==> src/rtl/score_pkg.sv <==
// Shared types and address helpers for the score-matrix controller.
// Used by score_matrix_ctrl and score_ram.
package score_pkg;

   typedef enum logic [2:0] {
      IDLE,
      INIT,
      RD_D,
      RD_U,
      RD_L,
      RD_OUT
   } state_t;

   localparam int DW_DEF = 9;

   function automatic int addr_w(input int n, input int m);
      return $clog2((n + 1) * (m + 1));
   endfunction

   function automatic int cell_addr(input int r, input int c, input int m);
      return r * (m + 1) + c;
   endfunction

endpackage

==> src/rtl/score_ram.sv <==
// 1R1W synchronous score RAM, one-cycle read latency.
// A same-cycle write to the read address is forwarded to the output.
module score_ram
   import score_pkg::*;
#(
   parameter int DW = DW_DEF,
   parameter int AW = 6,
   parameter int D  = 36
) (
   input  logic          clk,
   input  logic          i_we,
   input  logic [AW-1:0] i_waddr,
   input  logic [DW-1:0] i_wdata,
   input  logic [AW-1:0] i_raddr,
   output logic [DW-1:0] o_rdata
);

   logic [DW-1:0] r_mem [D];
   logic [DW-1:0] r_q;

   always_ff @(posedge clk) begin
      if (i_we) r_mem[i_waddr] <= i_wdata;
      if (i_we && (i_waddr == i_raddr)) r_q <= i_wdata;
      else if (int'(i_raddr) < D) r_q <= r_mem[i_raddr];
      else r_q <= '0;
   end

   assign o_rdata = r_q;

endmodule

==> src/rtl/score_matrix_ctrl.sv <==
// Score-matrix controller: border init, neighbour reads, interior writes.
// Define SCORE_MAX_TRACK_EN to add global-maximum tracking outputs.
module score_matrix_ctrl
   import score_pkg::*;
#(
   parameter int N   = 5,
   parameter int M   = 5,
   parameter int DW  = DW_DEF,
   parameter int GAP = -2,
   localparam int IW = ($clog2(N) > 1) ? $clog2(N) : 1,
   localparam int JW = ($clog2(M) > 1) ? $clog2(M) : 1
) (
   input  logic                 clk,
   input  logic                 rst,
   input  logic                 init_start,
   output logic                 init_done,
   input  logic                 wr_en,
   input  logic [IW-1:0]        wr_i,
   input  logic [JW-1:0]        wr_j,
   input  logic signed [DW-1:0] wr_data,
   output logic                 wr_err,
   input  logic                 rd_req,
   input  logic [IW-1:0]        rd_i,
   input  logic [JW-1:0]        rd_j,
   output logic                 rd_busy,
   output logic                 rd_valid,
   output logic signed [DW-1:0] diag,
   output logic signed [DW-1:0] up,
   output logic signed [DW-1:0] left,
   output logic                 done,
   output logic signed [DW-1:0] final_score
`ifdef SCORE_MAX_TRACK_EN
   ,
   output logic signed [DW-1:0] max_score,
   output logic [IW:0]          max_i,
   output logic [JW:0]          max_j
`endif
);

   localparam int AW = addr_w(N, M);
   localparam int D  = (N + 1) * (M + 1);
   localparam int CW = $clog2(N + M + 2);

   function automatic logic [DW-1:0] border(input int k);
      int t;
      t = k * GAP;
      return t[DW-1:0];
   endfunction

   state_t r_state;
   logic [CW-1:0] r_cnt;
   logic [IW-1:0] r_ri;
   logic [JW-1:0] r_rj;
   logic [DW-1:0] r_td;
   logic [DW-1:0] r_tu;
   logic [DW-1:0] r_diag;
   logic [DW-1:0] r_up;
   logic [DW-1:0] r_left;
   logic [DW-1:0] r_final;
   logic r_init_done;
   logic r_rd_valid;
   logic r_wr_err;
   logic r_done;

   logic w_in_rng;
   logic w_wr_ok;
   logic w_last_cell;
   logic w_we;
   logic [AW-1:0] w_waddr;
   logic [DW-1:0] w_wdata;
   logic [AW-1:0] w_raddr;
   logic [DW-1:0] w_q;

   assign w_in_rng = (int'(wr_i) <= N - 1) && (int'(wr_j) <= M - 1);
   assign w_wr_ok  = wr_en && w_in_rng && (r_state != INIT);
   assign w_last_cell = (int'(wr_i) == N - 1) && (int'(wr_j) == M - 1);

   // INIT owns the write port; interior writes use it otherwise
   always_comb begin
      w_we    = 1'b0;
      w_waddr = '0;
      w_wdata = '0;
      if (r_state == INIT) begin
         if (int'(r_cnt) <= N) begin
            w_we    = 1'b1;
            w_waddr = AW'(cell_addr(int'(r_cnt), 0, M));
            w_wdata = border(int'(r_cnt));
         end else if (int'(r_cnt) <= N + M) begin
            w_we    = 1'b1;
            w_waddr = AW'(cell_addr(0, int'(r_cnt) - N, M));
            w_wdata = border(int'(r_cnt) - N);
         end
      end else if (w_wr_ok) begin
         w_we    = 1'b1;
         w_waddr = AW'(cell_addr(int'(wr_i) + 1, int'(wr_j) + 1, M));
         w_wdata = wr_data;
      end
   end

   always_comb begin
      w_raddr = '0;
      case (r_state)
         RD_D:    w_raddr = AW'(cell_addr(int'(r_ri), int'(r_rj), M));
         RD_U:    w_raddr = AW'(cell_addr(int'(r_ri), int'(r_rj) + 1, M));
         RD_L:    w_raddr = AW'(cell_addr(int'(r_ri) + 1, int'(r_rj), M));
         default: w_raddr = '0;
      endcase
   end

   score_ram #(
      .DW(DW),
      .AW(AW),
      .D (D)
   ) u_ram (
      .clk    (clk),
      .i_we   (w_we),
      .i_waddr(w_waddr),
      .i_wdata(w_wdata),
      .i_raddr(w_raddr),
      .o_rdata(w_q)
   );

   always_ff @(posedge clk) begin
      if (!rst) begin
         r_state     <= IDLE;
         r_cnt       <= '0;
         r_ri        <= '0;
         r_rj        <= '0;
         r_td        <= '0;
         r_tu        <= '0;
         r_diag      <= '0;
         r_up        <= '0;
         r_left      <= '0;
         r_final     <= '0;
         r_init_done <= 1'b0;
         r_rd_valid  <= 1'b0;
         r_wr_err    <= 1'b0;
         r_done      <= 1'b0;
      end else begin
         r_init_done <= 1'b0;
         r_rd_valid  <= 1'b0;
         r_done      <= 1'b0;
         r_wr_err    <= wr_en && !w_wr_ok;
         if (w_wr_ok && w_last_cell) begin
            r_done  <= 1'b1;
            r_final <= wr_data;
         end
         // RAM data lags its address by one state
         case (r_state)
            IDLE: begin
               if (init_start) begin
                  r_state <= INIT;
                  r_cnt   <= '0;
               end else if (rd_req) begin
                  r_ri    <= rd_i;
                  r_rj    <= rd_j;
                  r_state <= RD_D;
               end
            end
            INIT: begin
               if (int'(r_cnt) == N + M + 1) begin
                  r_init_done <= 1'b1;
                  r_state     <= IDLE;
               end else begin
                  r_cnt <= r_cnt + CW'(1);
               end
            end
            RD_D: r_state <= RD_U;
            RD_U: begin
               r_td    <= w_q;
               r_state <= RD_L;
            end
            RD_L: begin
               r_tu    <= w_q;
               r_state <= RD_OUT;
            end
            RD_OUT: begin
               r_diag     <= r_td;
               r_up       <= r_tu;
               r_left     <= w_q;
               r_rd_valid <= 1'b1;
               r_state    <= IDLE;
            end
            default: r_state <= IDLE;
         endcase
      end
   end

   assign init_done   = r_init_done;
   assign wr_err      = r_wr_err;
   assign rd_busy     = (r_state != IDLE);
   assign rd_valid    = r_rd_valid;
   assign diag        = r_diag;
   assign up          = r_up;
   assign left        = r_left;
   assign done        = r_done;
   assign final_score = r_final;

`ifdef SCORE_MAX_TRACK_EN
   logic [DW-1:0] r_max;
   logic [IW:0]   r_max_i;
   logic [JW:0]   r_max_j;
   logic          r_max_vld;

   // strict compare so ties keep the earliest cell
   always_ff @(posedge clk) begin
      if (!rst) begin
         r_max     <= '0;
         r_max_i   <= '0;
         r_max_j   <= '0;
         r_max_vld <= 1'b0;
      end else if (w_wr_ok &&
                   (!r_max_vld || (wr_data > $signed(r_max)))) begin
         r_max     <= wr_data;
         r_max_i   <= {1'b0, wr_i} + (IW + 1)'(1);
         r_max_j   <= {1'b0, wr_j} + (JW + 1)'(1);
         r_max_vld <= 1'b1;
      end
   end

   assign max_score = r_max;
   assign max_i     = r_max_i;
   assign max_j     = r_max_j;
`endif

endmodule

==> config.mk <==
export PLATFORM = sky130hd
export DESIGN_NAME = score_matrix_ctrl
export DESIGN_NICKNAME = d
export VERILOG_FILES = /design/src/rtl/score_pkg.sv /design/src/rtl/score_ram.sv /design/src/rtl/score_matrix_ctrl.sv
export SDC_FILE = /design/constraint.sdc
export NUM_CORES = 1
export LEC_CHECK = 0
export CORE_MARGIN = 5
export CORE_UTILIZATION = 27
export CTS_BUF_LIST = sky130_fd_sc_hd__clkbuf_4 sky130_fd_sc_hd__clkbuf_8
export DETAILED_ROUTE_END_ITERATION = 16
export GPL_TIMING_DRIVEN = 0
export PLACE_DENSITY = 0.41
export SETUP_SLACK_MARGIN = 0.5
export SYNTH_ARGS = -nofsm -noshare
export SYNTH_HDL_FRONTEND = slang
export SYNTH_SLANG_ARGS = --single-unit
==> constraint.sdc <==
create_clock -name clk -period 4.25 [get_ports clk]
set_clock_uncertainty 0.1 [all_clocks]
set_input_delay 0.85 -clock clk [delete_from_list [all_inputs] [get_ports clk]]
set_output_delay 0.85 -clock clk [all_outputs]
set_load 0.02 [all_outputs]
==> results of run 1 <==
## cells in the final DEF (no fill, tap or decap), types with 8 or more instances in the layout
cell,count
sky130_fd_sc_hd__a21oi_1,81
sky130_fd_sc_hd__a21oi_2,8
sky130_fd_sc_hd__a31oi_1,8
sky130_fd_sc_hd__a32oi_1,11
sky130_fd_sc_hd__and2_1,9
sky130_fd_sc_hd__and3_1,9
sky130_fd_sc_hd__buf_12,33
sky130_fd_sc_hd__buf_2,14
sky130_fd_sc_hd__buf_4,37
sky130_fd_sc_hd__clkbuf_1,20
sky130_fd_sc_hd__clkbuf_2,8
sky130_fd_sc_hd__clkbuf_4,23
sky130_fd_sc_hd__clkbuf_8,79
sky130_fd_sc_hd__clkdlybuf4s50_1,63
sky130_fd_sc_hd__clkinv_1,21
sky130_fd_sc_hd__clkinv_2,10
sky130_fd_sc_hd__dfxtp_1,77
sky130_fd_sc_hd__edfxtp_1,324
sky130_fd_sc_hd__ha_1,26
sky130_fd_sc_hd__inv_1,25
sky130_fd_sc_hd__mux2_2,11
sky130_fd_sc_hd__mux2i_1,34
sky130_fd_sc_hd__mux4_2,32
sky130_fd_sc_hd__nand2_1,248
sky130_fd_sc_hd__nand3_1,61
sky130_fd_sc_hd__nor2_1,51
sky130_fd_sc_hd__nor2_4,37
sky130_fd_sc_hd__nor2b_1,8
sky130_fd_sc_hd__o211ai_1,8
sky130_fd_sc_hd__o21ai_0,10
sky130_fd_sc_hd__xnor2_1,18
## layout make-up
cell class,instances,area [µm²]
Inverter,28,105
Tap cell,855,1070
Buffer,73,472
Clock buffer,95,1190
Fill cell,6322,41900
Multi-Input combinational cell,841,6360
Clock inverter,38,215
Sequential cell,404,11300
Antenna cell,1,2.50
Timing Repair Buffer,123,1520
## worst register-to-register path, stage by stage (launching register included)
cell                       delay, ps
sky130_fd_sc_hd__dfxtp_1         300
sky130_fd_sc_hd__buf_2           240
sky130_fd_sc_hd__inv_1           140
sky130_fd_sc_hd__fa_1            480
sky130_fd_sc_hd__mux2i_2         240
sky130_fd_sc_hd__a22o_1          170
sky130_fd_sc_hd__buf_4           250
sky130_fd_sc_hd__buf_8           230
sky130_fd_sc_hd__mux4_2          380
sky130_fd_sc_hd__a22oi_1         340
sky130_fd_sc_hd__o311ai_0        260
sky130_fd_sc_hd__o311a_1         200
sky130_fd_sc_hd__mux2_4          270
## state kept, by name, summed over array words and instances (netlist names)
name / flops
u_ram.r_mem: 324
diag: 9
final_score: 9
left: 9
r_td: 9
r_tu: 9
u_ram.o_rdata: 9
up: 9
r_cnt: 4
r_ri: 3
r_rj: 3
r_state: 3
done: 1
init_done: 1
rd_valid: 1
wr_err: 1
## Yosys cell counts (7+ instances only)
master,n
sky130_fd_sc_hd__edfxtp_1,324
sky130_fd_sc_hd__nand2_1,253
sky130_fd_sc_hd__nor2_1,91
sky130_fd_sc_hd__a21oi_1,88
sky130_fd_sc_hd__dfxtp_1,80
sky130_fd_sc_hd__nand3_1,61
sky130_fd_sc_hd__mux2i_1,35
sky130_fd_sc_hd__buf_2,34
sky130_fd_sc_hd__mux4_2,32
sky130_fd_sc_hd__clkbuf_1,30
sky130_fd_sc_hd__ha_1,30
sky130_fd_sc_hd__inv_1,26
sky130_fd_sc_hd__xnor2_1,20
sky130_fd_sc_hd__o21ai_0,14
sky130_fd_sc_hd__a32oi_1,12
sky130_fd_sc_hd__and2_1,11
sky130_fd_sc_hd__mux2_2,11
sky130_fd_sc_hd__and3_1,9
sky130_fd_sc_hd__a31oi_1,8
sky130_fd_sc_hd__nor2b_1,8
sky130_fd_sc_hd__o211ai_1,8
sky130_fd_sc_hd__o22ai_1,8
sky130_fd_sc_hd__fa_1,7
sky130_fd_sc_hd__mux2_4,7
sky130_fd_sc_hd__o311ai_0,7
sky130_fd_sc_hd__xor2_1,7
## power by group through the flow
stage               Clock, mW  Sequential [mW]  Combinational [mW]
finish                   3.57             4.45                1.09
global route             3.88             4.46                1.17
CTS                      3.70             4.46                1.08
detailed placement          0             4.54               0.987
global placement            0             4.55               0.952
floorplan                   0             4.52               0.589
## timing repair
action,4_1_cts,5_1_grt
endpoints found under the setup margin,333,277
pin swaps,36,9
setup buffers,49,0
gates resized for setup,109,43
## routing by layer
| layer | vias up | track usage |
|---|---|---|
| li1 | 5414 | - |
| met1 | 5950 | 0.213 |
| met2 | 331 | 0.246 |
| met3 | 74 | 0.0350 |
| met4 | 0 | 0.0386 |
| met5 | - | 0 |
## stage by stage
step	power [mW]	hold WS, ps	worst slack, ps	cell area [µm²]	std cells
after global routing	9.51	372	496	22300	2458
after CTS	9.24	356	499	22200	2457
final	9.11	353	520	22300	2458
after floorplan	5.10	332	507	17700	1346
after global placement	5.51	344	-2890	19400	2267
after detailed placement	5.53	347	-866	19600	2275
## worst paths after layout
check / start / endpoint / slack, ps
min: diag[4] / diag[4] / 350
min reg2reg: diag[4] / diag[4] / 350
max: r_rj[0] / u_ram.o_rdata[3] / 520
max reg2reg: r_rj[0] / u_ram.o_rdata[3] / 520
## cells by family after synthesis
| logic type | Yosys count | share of synthesized area |
|---|---|---|
| AND/OR/NAND/NOR | 467 | 0.117 |
| flip-flops | 404 | 0.649 |
| AO/OA/AOI/OAI | 219 | 0.0857 |
| buffers and inverters | 101 | 0.0254 |
| multiplexers | 86 | 0.0751 |
| adder cells (fa/ha/maj) | 38 | 0.0301 |
| XOR/XNOR | 31 | 0.0180 |
==> out/qor.tcl, run 1 <==
set qor(outcome) {completed}
set qor(cts_sinks) 404
set qor(antenna_found_initial) 1
set qor(core_ar_um2) 64200
set qor(synth_sequential_area_ratio) 0.649
set qor(detailroute.via_count) 11800
set qor(timing.hold.worst_path_depth) 2
set qor(vias_per_cell) 4.79
set qor(clock_tree.buffer_depth) 3
set qor(die_y_um) 264
set qor(tritoncts.num_buffers) 72
set qor(switching_power_mw) 2.41
set qor(final_antenna_net_count) 0
set qor(post_synth_main_area_contributors) {sky130_fd_sc_hd__edfxtp_1 56%, sky130_fd_sc_hd__dfxtp_1 9.2%, sky130_fd_sc_hd__nand2_1 5.4%, sky130_fd_sc_hd__mux4_2 4.1%, sky130_fd_sc_hd__a21oi_1 2.5%}
set qor(timing.critical_path.from_type) {flip-flop}
set qor(synth.net_count) 1409
set qor(synth.largest_area_cell) {sky130_fd_sc_hd__edfxtp_1}
set qor(cts.htree.levels) 3
set qor(postCtsHoldBufs) 0
set qor(power-per-cell-area_nw_per_um2) 409
set qor(part_of_the_total_power_dissipated_in_sequential_elements) 0.489
set qor(worst_path_largest_cell_delay_ps) 480
set qor(worstMarginPinSlew_ps) 883
set qor(grt_start_max_net_pins) 38
set qor(timing.setup.tns_ps) 0
set qor(cts-root-buf) {sky130_fd_sc_hd__clkbuf_8}
set qor(internal-power_mw) 6.70
set qor(portBuffers) 66
set qor(met2WireLength_um) 25400
set qor(critical_path_arrival_ps) 4160
set qor(finalHoldViolations) 0
set qor(tritoncts) {done}
set qor(gp_congestion) 0.878
set qor(critical_path.endpoint_type) {flip-flop}
set qor(synthDistinctLibCells) 82
set qor(total_track_usage) 0.154
set qor(die_w_um) 264
set qor(first_pass_iters) 5
set qor(holdCritPathClass) {flip-flop to flip-flop}
set qor(syn_area_per_cell_um2) 13.0
set qor(worst-endpoint-required_ps) 4680
set qor(worst_ir_drop_vdd_v) 0.000166
set qor(areaGrowthSynthToFinish_pct) 27.6
set qor(yosys_warnings) 0
set qor(post_synth_edffs) 324
set qor(leak_pwr_nw) 7.53
set qor(path_class) {flip-flop to flip-flop}
set qor(route.met3.wl_um) 2780
set qor(synth.ff_latch_count) 404
set qor(first_global_vias) 12000
set qor(worst_setup_hold_path_clk_slew_ps) 60
set qor(starting_density) 0.272
set qor(timing.final.setup_violations) 0
set qor(final-max-slew-violation-count) 0
set qor(drive_gt1_frac) 0.241
set qor(crit_slowest_cell) {sky130_fd_sc_hd__fa_1}
set qor(dominantRegCellSynth) {sky130_fd_sc_hd__edfxtp_1}
set qor(max-cap-violations) 0
set qor(grt_pass1_wl_um) 81100
set qor(critical_path.top_delay_family) {compound AO/OA/AOI/OAI gates}
set qor(p_clk_frac) 0.391
set qor(crit_path_cell_trace) {buf_2 -> inv_1 -> fa_1 -> mux2i_2 -> a22o_1 -> buf_4 -> buf_8 -> mux4_2 -> a22oi_1 -> o311ai_0 -> o311a_1 -> mux2_4}
set qor(slew_headroom) 0.411
set qor(m1WireLength_um) 25500
set qor(drt_drc_violations_left) 0
set qor(sw_frac_of_total) 0.265
set qor(yosys.area.top_type_share) 0.557
set qor(boundaryPins) 67
set qor(min_period_over_period) 0.878
set qor(synthArstFlopShare) 0
set qor(cp_num_cells) 12
set qor(first_iter_violations) 811
set qor(gr-total-overflow) 0
set qor(fin_nets) 1606
set qor(postRouteWirelength_um) 54900
set qor(worstPathBufferInverterCount) 4
set qor(count_of_standard_cell_rows) 93
set qor(postSynthCellCount) 1346
set qor(fmax_mhz) 268
set qor(grt_setup_unrepaired) {yes}
set qor(post-route-min-period_ps) 3730
set qor(path_max_fanout) 10
set qor(power.share.combinational) 0.120
set qor(post_drt_wl_per_cell_um) 22.3
set qor(clock_latency_ps) 640
set qor(dieArea_um2) 69900
set qor(mappedNetlistArea_um2) 17500
set qor(final_core_utilization) 0.347
set qor(worst_r2r_path_depth) 12
set qor(highest_metal_layer_with_signal_wires) {met4}
set qor(hpwlAfterDp_um) 37700
Note: power is estimated with default switching activity, not from simulation.
==> run 2, diff against run 1 <==
Settings changed: CELL_PAD_IN_SITES_DETAIL_PLACEMENT from default to 0, CELL_PAD_IN_SITES_GLOBAL_PLACEMENT from default to 1, PLACE_DENSITY 0.41 to 0.48.
==> run 2 against run 1 <==
Die area unchanged. Routed wire length rose by 0.73%. Combinational power barely moved. Sequential power about the same. Via count decreased by 1.2%. Register-to-register slack gained 150 ps. Largest cell class unchanged. Setup slack better by 82 ps. Flip-flop and latch count is the same. Largest power group unchanged. Final area is essentially flat. Non-clock buffer count shrank 4.
==> out/qor.tcl, run 2 (synthesis gave the netlist of run 1 again) <==
set qor(worstHoldEndpoint) {up[1]}
set qor(grt_setup_unrepaired) {yes}
set qor(tritoncts) {done}
set qor(place_ws_ps) -861 ;# +5.40 ps
set qor(leak_pwr_nw) 7.53 ;# about the same
set qor(portBuffers) 66 ;# unchanged
set qor(cts-root-buf) {sky130_fd_sc_hd__clkbuf_8}
set qor(first_iter_violations) 760 ;# -6.3%
set qor(clock_latency_ps) 630 ;# about the same
set qor(detailroute.via_count) 11600 ;# -1.2%
set qor(tritoncts.num_buffers) 75 ;# +4.2%
set qor(worst_path_largest_cell_delay_ps) 380 ;# -100 ps
set qor(first_global_vias) 11900 ;# -0.42%
set qor(count_of_standard_cell_rows) 93 ;# unchanged
set qor(number_of_standard_cells_in_the_layout_taps_in_and_fillers_out) 2453 ;# -0.20%
set qor(stdcell_area_um2) 22300 ;# about the same
set qor(hold_start) {up[1]}
set qor(worst_ir_drop_vdd_v) 0.000188 ;# +13%
set qor(crit_path_cell_trace) {clkdlybuf4s15_2 -> ha_4 -> xor2_4 -> ha_4 -> and2_1 -> a22o_1 -> nor4b_2 -> xnor3_1 -> a22o_4 -> or3b_1 -> buf_6 -> nor2_4 -> buf_12}
set qor(timing.setup.tns_ps) 0 ;# unchanged
set qor(antenna-diode-count) 0 ;# -1
set qor(cts_sinks) 404 ;# unchanged
set qor(place_inst) 2273 ;# -0.088%
set qor(path_max_fanout) 8 ;# -2
set qor(cp_num_cells) 13 ;# +1
set qor(critical_path.endpoint_type) {flip-flop}
set qor(gp_congestion) 0.839 ;# -4.4%
set qor(crit_slowest_cell) {sky130_fd_sc_hd__or3b_1}
set qor(slew_headroom) 0.280 ;# -0.131
set qor(post-route-min-period_ps) 3650 ;# -82.3 ps
set qor(post_drt_wl_per_cell_um) 22.5 ;# +0.94%
set qor(layout.cells.most_common_list) {324 x sky130_fd_sc_hd__edfxtp_1, 247 x sky130_fd_sc_hd__nand2_1, 83 x sky130_fd_sc_hd__clkbuf_8}
set qor(areaGrowthSynthToFinish_pct) 27.7 ;# about the same
set qor(detailed_place.area_um2) 19600 ;# -0.15%
set qor(dieArea_um2) 69900 ;# unchanged
set qor(postRouteWirelength_um) 55300 ;# +0.73%
set qor(final_core_utilization) 0.347 ;# about the same
set qor(die_w_um) 264 ;# unchanged
set qor(total_track_usage) 0.156 ;# +0.00199
set qor(worst_setup_hold_path_clk_slew_ps) 50 ;# about the same
set qor(power-per-cell-area_nw_per_um2) 416 ;# +1.7%
set qor(final_antenna_net_count) 0 ;# unchanged
set qor(max-cap-violations) 0 ;# unchanged
set qor(cts.htree.levels) 3 ;# unchanged
set qor(final-max-slew-violation-count) 0 ;# unchanged
set qor(path_class) {primary input to flip-flop}
set qor(antenna_found_initial) 0 ;# -1
set qor(critical_path_arrival_ps) 3880 ;# -280 ps
set qor(top_register) {u_ram.r_mem}
set qor(timing.hold.worst_path_depth) 2 ;# unchanged
set qor(worstPathBufferInverterCount) 3 ;# -1
set qor(fin_nets) 1605 ;# -0.062%
set qor(crit-reg2reg-launch) {r_ri[1]}
set qor(die_y_um) 264 ;# unchanged
set qor(core_ar_um2) 64200 ;# unchanged
set qor(layout_commonest_cell) {sky130_fd_sc_hd__edfxtp_1}
set qor(first_pass_iters) 5 ;# unchanged
set qor(grt_start_max_net_pins) 38 ;# unchanged
set qor(worst_r2r_path_depth) 12 ;# unchanged
set qor(critical_path.reg2reg.endpoint) {u_ram.o_rdata[2]}
set qor(boundaryPins) 67 ;# unchanged
set qor(clock_tree.buffer_depth) 3 ;# unchanged
set qor(gr-total-overflow) 0 ;# unchanged
set qor(starting_density) 0.272 ;# unchanged
set qor(worst_hold_slack_ps) 353 ;# -0.175 ps
set qor(finalHoldViolations) 0 ;# unchanged
set qor(total_power_mw) 9.27 ;# +1.7%
set qor(drt_drc_violations_left) 0 ;# unchanged
set qor(drive_gt1_frac) 0.250 ;# +0.00874
set qor(hpwlAfterDp_um) 38000 ;# +0.71%
set qor(worst-endpoint-required_ps) 4480 ;# -200 ps
set qor(path_common_cell) {sky130_fd_sc_hd__ha_4}
set qor(min_period_over_period) 0.858 ;# -0.0194
set qor(timing.final.setup_violations) 0 ;# unchanged
set qor(outcome) {completed}
set qor(fmax_mhz) 274 ;# +2.3%
set qor(largest_reg_flops) 324 ;# unchanged
set qor(holdCritPathClass) {flip-flop to flip-flop}
set qor(postLayoutSetupSlackWorst_ps) 603 ;# +82.3 ps
set qor(vias_per_cell) 4.74 ;# -1.0%
set qor(critical_path.top_delay_family) {simple AND/OR/NAND/NOR gates}
set qor(worstMarginPinSlew_ps) 1080 ;# +193 ps
set qor(grt_pass1_wl_um) 81600 ;# +0.64%
set qor(regToRegSetupSlack_ps) 670 ;# +150 ps
set qor(timing.critical_path.from_type) {primary input}
-- run 2: changes by cell type in the layout (fill, tap and decap cells not counted), moves of 2 or more --
cell,before,now
sky130_fd_sc_hd__a22oi_1,4,2
sky130_fd_sc_hd__a22oi_2,3,5
sky130_fd_sc_hd__buf_4,37,34
sky130_fd_sc_hd__clkbuf_1,20,18
sky130_fd_sc_hd__clkbuf_4,23,36
sky130_fd_sc_hd__clkbuf_8,79,83
sky130_fd_sc_hd__clkinv_1,21,12
sky130_fd_sc_hd__clkinv_2,10,5
sky130_fd_sc_hd__fa_1,6,4
sky130_fd_sc_hd__fa_2,1,3
-- run 2: where the power goes --
part / switching, mW / internal (mW) / leakage, nW / total [mW]
clock: 1.64 / 2.08 / 0.780 / 3.71
sequential: 0.0721 / 4.40 / 3.67 / 4.47
combinational: 0.692 / 0.398 / 3.08 / 1.09
-- run 2: worst max path at each step --
stage	startpoint	to	slack, ps
2_1_floorplan	wr_i[0]	u_ram.r_mem[25][0]	510
3_3_place_gp	r_cnt[3]	u_ram.r_mem[6][2]	-3150
3_5_place_dp	wr_i[0]	u_ram.o_rdata[7]	-860
4_1_cts	r_cnt[1]	u_ram.r_mem[35][6]	490
5_1_grt	r_rj[0]	u_ram.o_rdata[0]	490
6_report	wr_i[0]	u_ram.r_mem[13][1]	600
-- run 2: cell type report --
class,instances,area [µm²]
fill,6372,41900
buffer,73,455
multi-input combinational,841,6370
clock buffer,110,1340
timing repair buffer,119,1480
clock inverter,23,140
sequential,404,11300
tap,855,1070
inverter,28,105
-- run 2: repair_timing --
item | CTS | global route
pin swaps | 33 | 11
setup endpoints to repair | 337 | 332
gates resized for setup | 110 | 41
setup buffers | 42 | 5
hold buffers | 0 | 0
-- run 2: layer usage --
metal  global-route usage  part of all wire  up-vias
met2                0.248              0.46      302
met1                0.214              0.46     5841
met4               0.0575             0.033        0
met5                    0                 0        -
li1                     -                 -     5399
met3               0.0278             0.047       86
-- run 2: tightest hold or removal path, delay by kind of cell (launching register included) --
kind,cells,cell delay (ps)
AND/OR/NAND/NOR,1,50
AO/OA/AOI/OAI,1,50
flip-flops,1,300
